===== src/rtl/noc_pkg.sv =====
// Flit framing constants, header field positions and the framing FSM encoding,
// shared by the input buffers and the LBDR routing stage.
package noc_pkg;

  localparam logic [2:0] HEADER = 3'b001;
  localparam logic [2:0] BODY   = 3'b010;
  localparam logic [2:0] TAIL   = 3'b100;

  // Field positions are counted down from the flit MSB.
  localparam int FLIT_ID_W       = 3;
  localparam int FLIT_ID_TOP_OFS = 1;
  localparam int DST_W           = 4;
  localparam int DST_TOP_OFS     = 4;

  typedef enum logic {
    IDLE,
    IN_PKT
  } frame_state_t;

endpackage


===== src/rtl/input_fifo_frame_monitor.sv =====
// Write-side packet framing checker: tracks HEADER..TAIL framing on accepted
// writes and raises a sticky error on any violation or unknown flit code.
module frame_monitor
  import noc_pkg::*;
(
  input  logic       clk,
  input  logic       rst,
  input  logic       wr_en_i,
  input  logic [2:0] flit_id_i,
  output logic       frame_err_o
);

  frame_state_t state_q;
  logic         frame_err_q;

  always_ff @(posedge clk) begin
    if (rst) begin
      state_q     <= IDLE;
      frame_err_q <= 1'b0;
    end else if (wr_en_i) begin
      case (flit_id_i)
        HEADER: begin
          // A HEADER inside a packet restarts framing from that header.
          if (state_q == IN_PKT) frame_err_q <= 1'b1;
          state_q <= IN_PKT;
        end
        BODY: begin
          if (state_q == IDLE) frame_err_q <= 1'b1;
        end
        TAIL: begin
          if (state_q == IDLE) frame_err_q <= 1'b1;
          else                 state_q     <= IDLE;
        end
        default: frame_err_q <= 1'b1;
      endcase
    end
  end

  assign frame_err_o = frame_err_q;

endmodule


===== src/rtl/input_fifo.sv =====
// Router input-port buffer: first-word-fall-through FIFO under credit flow
// control, exposing head flit fields to LBDR plus sticky error flags.
module input_fifo
  import noc_pkg::*;
#(
  parameter int DATA_WIDTH = 32,
  parameter int DEPTH      = 4
) (
  input  logic                  clk,
  input  logic                  rst,
  input  logic                  valid_in,
  input  logic [DATA_WIDTH-1:0] data_in,
  input  logic                  read_en,
  output logic [DATA_WIDTH-1:0] data_out,
  output logic [2:0]            flit_id,
  output logic [3:0]            dst_addr,
  output logic                  empty,
  output logic                  full,
  output logic                  credit_out,
  output logic                  overflow,
  output logic                  underflow,
  output logic                  frame_err
);

  localparam int AW = $clog2(DEPTH);
  localparam logic [AW:0] FULL_CNT = (AW+1)'(DEPTH);

  logic [DATA_WIDTH-1:0] mem_q [DEPTH];
  logic [AW-1:0]         rd_ptr_q, rd_ptr_d;
  logic [AW-1:0]         wr_ptr_q, wr_ptr_d;
  logic [AW:0]           count_q, count_d;
  logic                  empty_q, full_q;
  logic                  credit_q, overflow_q, underflow_q;
  logic                  rd_ok, wr_ok;

  // A write into a full FIFO is legal when the head leaves in the same cycle.
  assign rd_ok = read_en && !empty_q;
  assign wr_ok = valid_in && (!full_q || rd_ok);

  always_comb begin
    rd_ptr_d = rd_ptr_q;
    wr_ptr_d = wr_ptr_q;
    count_d  = count_q;
    if (rd_ok) rd_ptr_d = rd_ptr_q + AW'(1);
    if (wr_ok) wr_ptr_d = wr_ptr_q + AW'(1);
    if (wr_ok && !rd_ok)      count_d = count_q + (AW+1)'(1);
    else if (rd_ok && !wr_ok) count_d = count_q - (AW+1)'(1);
  end

  always_ff @(posedge clk) begin
    if (wr_ok) mem_q[wr_ptr_q] <= data_in;
  end

  always_ff @(posedge clk) begin
    if (rst) begin
      rd_ptr_q    <= '0;
      wr_ptr_q    <= '0;
      count_q     <= '0;
      empty_q     <= 1'b1;
      full_q      <= 1'b0;
      credit_q    <= 1'b0;
      overflow_q  <= 1'b0;
      underflow_q <= 1'b0;
    end else begin
      rd_ptr_q    <= rd_ptr_d;
      wr_ptr_q    <= wr_ptr_d;
      count_q     <= count_d;
      empty_q     <= (count_d == '0);
      full_q      <= (count_d == FULL_CNT);
      credit_q    <= rd_ok;
      overflow_q  <= overflow_q  | (valid_in && full_q && !rd_ok);
      underflow_q <= underflow_q | (read_en && empty_q);
    end
  end

  frame_monitor u_frame_monitor (
    .clk         (clk),
    .rst         (rst),
    .wr_en_i     (wr_ok),
    .flit_id_i   (data_in[DATA_WIDTH-FLIT_ID_TOP_OFS -: FLIT_ID_W]),
    .frame_err_o (frame_err)
  );

  assign data_out   = mem_q[rd_ptr_q];
  assign flit_id    = data_out[DATA_WIDTH-FLIT_ID_TOP_OFS -: FLIT_ID_W];
  assign dst_addr   = data_out[DATA_WIDTH-DST_TOP_OFS -: DST_W];
  assign empty      = empty_q;
  assign full       = full_q;
  assign credit_out = credit_q;
  assign overflow   = overflow_q;
  assign underflow  = underflow_q;

endmodule


===== config.mk =====
export PLATFORM = sky130hd
export DESIGN_NAME = input_fifo
export DESIGN_NICKNAME = d
export VERILOG_FILES = /design/src/rtl/noc_pkg.sv /design/src/rtl/input_fifo_frame_monitor.sv /design/src/rtl/input_fifo.sv
export SDC_FILE = /design/constraint.sdc
export NUM_CORES = 1
export LEC_CHECK = 0
export CELL_PAD_IN_SITES_DETAIL_PLACEMENT = 1
export CELL_PAD_IN_SITES_GLOBAL_PLACEMENT = 2
export CORE_UTILIZATION = 42
export CTS_BUF_LIST = sky130_fd_sc_hd__clkbuf_4 sky130_fd_sc_hd__clkbuf_8
export CTS_CLUSTER_SIZE = 24
export DETAILED_ROUTE_END_ITERATION = 8
export GPL_ROUTABILITY_DRIVEN = 1
export MAX_ROUTING_LAYER = met4
export PLACE_DENSITY_LB_ADDON = 0.25
export SYNTH_ARGS = -nofsm -noshare
export SYNTH_HDL_FRONTEND = slang
export SYNTH_SLANG_ARGS = --single-unit
export TNS_END_PERCENT = 20

===== constraint.sdc =====
create_clock -name clk -period 2.7 [get_ports clk]
set_input_delay 0.27 -clock clk [delete_from_list [all_inputs] [get_ports clk]]
set_output_delay 0.27 -clock clk [all_outputs]
set_load 0.02 [all_outputs]

; Word-level counts from Yosys, hierarchy flattened
; Memory sizes are Yosys's and may differ from the RTL's. A register that Yosys moved wholly into a read port is not among the register bits.
; Cells that the tools add are included.
[word_totals]
reg_bits = 14
latch_bits = 0
mem_bits_rw = 128
mem_bits_ro = 0
inputBits = 36
out_inout_bits = 45
word_cells = 50
n_memories = 1
[classes]
n_addsub = 4
mul = 0
div = 0
n_lt_le_gt_ge = 0
n_eq_ne = 6
n_shift = 0
n_mux = 10
bitwise = 2
n_reduce_logical = 17
[mem_list]
columns = memory, depth, width, read_ports, rd_clocked_by_memory_dff, wr, line_no
row1 = mem_q, 4, 32, 1, 1, 1, input_fifo.sv:28  ; logic [DATA_WIDTH-1:0] mem_q [DEPTH];
[op_table]
columns = op, count
row1 = $logic_and 1x1->1, 7
row2 = $eq 3x3->1 const B, 2
row3 = $mux 3, 2
row4 = $add 2x1->2 const B, 2
row5 = $logic_not 1->1, 4
row6 = $mux 1, 4
row7 = $mux 2, 2
row8 = $pmux 1 s2, 2
row9 = $add 3x1->3 const B, 1
row10 = $eq 3x1->1 const B, 1
row11 = $eq 3x2->1 const B, 1
row12 = $logic_not 3->1, 1
row13 = $reduce_and 3->1, 1
row14 = $sub 3x1->3 const B, 1
row15 = $ne 2x1->1 const B, 1
row16 = $ne 2x2->1 const B, 1
row17 = $or 1x1->1, 2
row18 = $reduce_and 2->1, 1
row19 = $reduce_bool 2->1, 1
row20 = $reduce_or 2->1, 1
row21 = $logic_or 1x1->1, 1

; Longest topological paths before layout
[depth]
word_depth = 9
depth_mapped = 6
depth_no_buf = 6

; By module
; Synthesis repeated with hierarchy kept, for this count alone.
[unflattened]
hier_cells = 268
area_unflattened_um2 = 5501.5
[by_module_without_submodules]
columns = module, instances, cells_each, area_each_um2, seq_area_each_um2
row1 = input_fifo, 1, 256, 5393.9, 4124.0
row2 = frame_monitor, 1, 12, 107.6, 40.0

; Worst setup path before layout
; No wires, ideal clock.
[synth_path]
kind = register -> register
start = register empty_q (netlist: empty)
end = memory mem_q[1][0], enable pin
setup_time_ns = 0.392
arrival_ns = 1.820
required_ns = 2.308
setup_slack_ns = 0.488
path_stages_with_launch = 5
n_path_buf = 1
period_less_slack_ns = 2.212
path_cell_list = dfxtp_1 > nand2b_1 > buf_6 > a21oi_2 > and2_1
[synth_via]
elab_chain_cells = 6
[synth_rtl]
columns = element, line_no
row1 = from (decl), input_fifo.sv:32  ; logic empty_q, full_q;
row2 = from (signal assigned), input_fifo.sv:68  ; empty_q <= (count_d == '0);
row3 = $logic_not 1->1, input_fifo.sv:37  ; assign rd_ok = read_en && !empty_q;
row4 = $logic_and 1x1->1, input_fifo.sv:37
row5 = $logic_or 1x1->1, input_fifo.sv:38  ; assign wr_ok = valid_in && (!full_q || rd_ok);
row6 = $logic_and 1x1->1, input_fifo.sv:38
row7 = $mux 1, input_fifo.sv:51  ; if (wr_ok) mem_q[wr_ptr_q] <= data_in;
row8 = $mux 1 (implied by the code), input_fifo.sv:51
row9 = to (decl), input_fifo.sv:28
; No other way between the ends.

==> results.md <==
* Sequential group share of total power at 49.0%
* Count of different cell masters after synthesis at 35
* Clock Power Share at 30.5%
* Most common cell after layout, fill and taps aside: edfxtp_1
* Max_cap viols at 0
* Fin nets at 406
* Crit path time final at 2.48 ns
* Initial antenna violation count at 0
* Max Clk Rate at 403 MHz
* CP startpoint kind: flip-flop
* Total number of vias at 2803
* Post-route antenna net violation count at 0
* XOR/XNOR Fraction of Synth Area at 1.12%
* Fin Setup TNS at 0 ns
* Fin. Hold Viols at 0
* CP max FO at 14
* Post-synthesis compound-gate area fraction at 2.12%
* Register bit total from synthesis at 144
* Final setup viols at 0
* Fin. max-slew vios at 0
* Net count after synthesis at 310
* Die X at 116 microns
* DRT Wirelength at 10.3 mm
* Io pins at 81
* Util after Layout at 54.7%
* Most frequent cells in the layout: 128 x edfxtp_1, 80 x clkdlybuf4s50_1, 32 x mux4_2
* Port Buffers at 80
* Outcome: complete, no violations
* Largest family of logic cells by synthesized area: multiplexers
* RSZ-0062 raised after global routing: no
* Peak supply drop at 0.000397 V
* GPL Wtd Cong at 0.737
* Internal at 4.09 mW
* Row Count at 41
* HPWL Detailed at 6.87 mm
* Global-route wire length before repair at 16.3 mm
* All-layer global routing usage at 17.6%
* Mean post-synth cell area at 20.5 sq um
* Chip height at 116 microns
* Worst-path clk slew at 0.07 ns
* CTS Buffer Depth at 2
* Core area at 0.0127 sq mm
* Cells after Synth at 268
* Die area at 0.0135 sq mm
* Routed vias/inst at 5.11
* Slew @ Worst Pin at 0.590 ns
* Area growth syn-to-layout at 26.2%
* Combinational power share at 20.5%
* Leakage Power at 2.28 nW
* P per Cell Area at 786 mW/mm^2
* Final Skew at 0.00989 ns
* Largest net degree at the start of global routing at 22
* Layout cells sized above 1 at 22.1%
* Layout filler cell count at 1153
* Setup crit end kind: output pin
* Drt pass-1 iters at 4
* Clock latency on the worst-skew pair at 0.43 ns
* H-tree depth at 4
* Post-route DRC at 0
* Diode count at 0
* Clk sinks at 144
* Arrival @ worst endpoint at 2.21 ns
* Pwr Total at 5.44 mW
* Initial Util at 43.3%
* Max-slew headroom at 60.6%
* Period utilization at 91.9%
* WL per Instance at 18.9 microns
* Data required time of the worst path at 2.43 ns
* Mapped cell area at 0.00549 sq mm
* Vias in the first global route at 2995
* Sequential share of the synthesized area at 75.9%
* Post-Synth Simple-Gate Area at 3.72%
* Remaining global-route overflow at 0
* Total CTS buffers at 17
* CTS tree: done
* Net switching power at 1.35 mW
* Synth Area in Adders at 1.37%
* Root buf cell: clkbuf_8
* Placed cell areas at 0.00654 sq mm
* Multiplexer area fraction after synthesis at 13.5%
* Fin area at 0.00693 sq mm
* Starting DRC count in detailed routing at 110
* Sw Ratio at 24.8%
* Worst min-delay path category: input port to flip-flop
* Yosys warnings at 0
* Critical path class: flip-flop to output pin
-- sequential cells by signal (all words and copies together) (netlist names), named ones only --
name / flops
mem_q: 128
overflow: 1
full: 1
wr_ptr_q: 2
u_frame_monitor.state_q: 1
underflow: 1
rd_ptr_q: 2
u_frame_monitor.frame_err_o: 1
empty: 1
count_q: 3
credit_out: 1
-- kinds of logic (layout without fill, tap and decap cells) --
kind of cell / Yosys count / in the layout
AO/OA/AOI/OAI: 16 / 16
XOR/XNOR: 7 / 7
adder cells (fa/ha/maj): 6 / 6
buffers and inverters: 23 / 131
flip-flops: 144 / 144
multiplexers: 34 / 34
AND/OR/NAND/NOR: 38 / 38
-- critical path, cell delays in order, from the launching register on --
cell and delay (ns):
dfxtp_4 0.45, buf_12 0.20, mux4_2 0.56, clkdlybuf4s50_1 0.56
-- timing repair --
action	4_1_cts	5_1_grt
gates resized for setup	0	1
setup buffers	0	0
endpoints found under the setup margin	0	7
hold buffers	0	0
-- routing by layer --
| layer | vias to the layer above | share of wire [%] | GRT usage (%) |
|---|---|---|---|
| met1 | 1447 | 45 | 21.9 |
| met2 | 79 | 49 | 27.3 |
| met3 | 15 | 4.3 | 4.62 |
| met5 | - | 0 | - |
| li1 | 1262 | - | - |
| met4 | 0 | 1.5 | 7.69 |
-- final cells by class --
| cell class | count | area (sq um) | share of cell area [%] |
|---|---|---|---|
| clock buffer | 21 | 264 | 3.81 |
| clock inverter | 10 | 119 | 1.72 |
| inverter | 5 | 18.8 | 0.271 |
| multi-input combinational | 101 | 1200 | 17.4 |
| sequential | 144 | 4170 | 60.2 |
| tap | 172 | 215 | 3.11 |
| timing repair buffer | 95 | 938 | 13.5 |
-- worst paths after layout --
kind,start,endpoint,slack [ns],cells past startpoint
worst min-delay path,data_in[26],mem_q[0][26],0.48,1
worst max register to register,empty,mem_q[2][8],0.93,4
worst max-delay path,flip-flop,data_out[31],0.22,3
worst min register to register,overflow,overflow,0.48,2
-- power groups by stage --
stage	Clock (mW)	Combinational, mW	Sequential [mW]
2_1_floorplan	0	0.677	2.69
3_3_place_gp	0	1.12	2.71
3_5_place_dp	0	1.14	2.72
4_1_cts	1.71	1.14	2.67
5_1_grt	1.78	1.20	2.69
6_report	1.66	1.12	2.67
-- metrics by stage --
step	instances	setup WS [ns]	hold slack (ns)
6_report	548	0.220	0.476
5_1_grt	548	0.0926	0.462
4_1_cts	548	0.0471	0.447
3_5_place_dp	517	0.526	0.473
3_3_place_gp	517	0.522	0.450
2_1_floorplan	268	0.488	0.342
-- synth_stat cells --
cell type    n  area, sq um
nor4bb_1     1         10.0
nand3b_1     1         7.51
or3_1        2         12.5
o32a_1       2         20.0
and2_1       4         25.0
nor3_1       1         5.00
edfxtp_1   128         3840
a21oi_2      1         8.76
buf_2        6         30.0
nor2_1      15         56.3
xor2_1       4         35.0
inv_1        5         18.8
and4bb_2     1         12.5
xnor2_1      3         26.3
a31o_2       1         8.76
o21ai_0      2         10.0
nand2b_1     3         18.8
buf_6        1         11.3
a31oi_1      3         18.8
nor2b_1      2         12.5
a211oi_2     1         12.5
mux4_2      32          721
nand4bb_1    1         11.3
nor4_1       1         6.26
ha_1         6         75.1
buf_4        7         52.6
a21oi_1      4         20.0
clkbuf_1     2         7.51
dfxtp_1     16          320
a311oi_1     1         8.76
buf_1        2         7.51
o31a_1       1         8.76
or2b_1       1         7.51
nand2_1      5         18.8
mux2i_1      2         20.0
(Power assumes the default switching activity.)
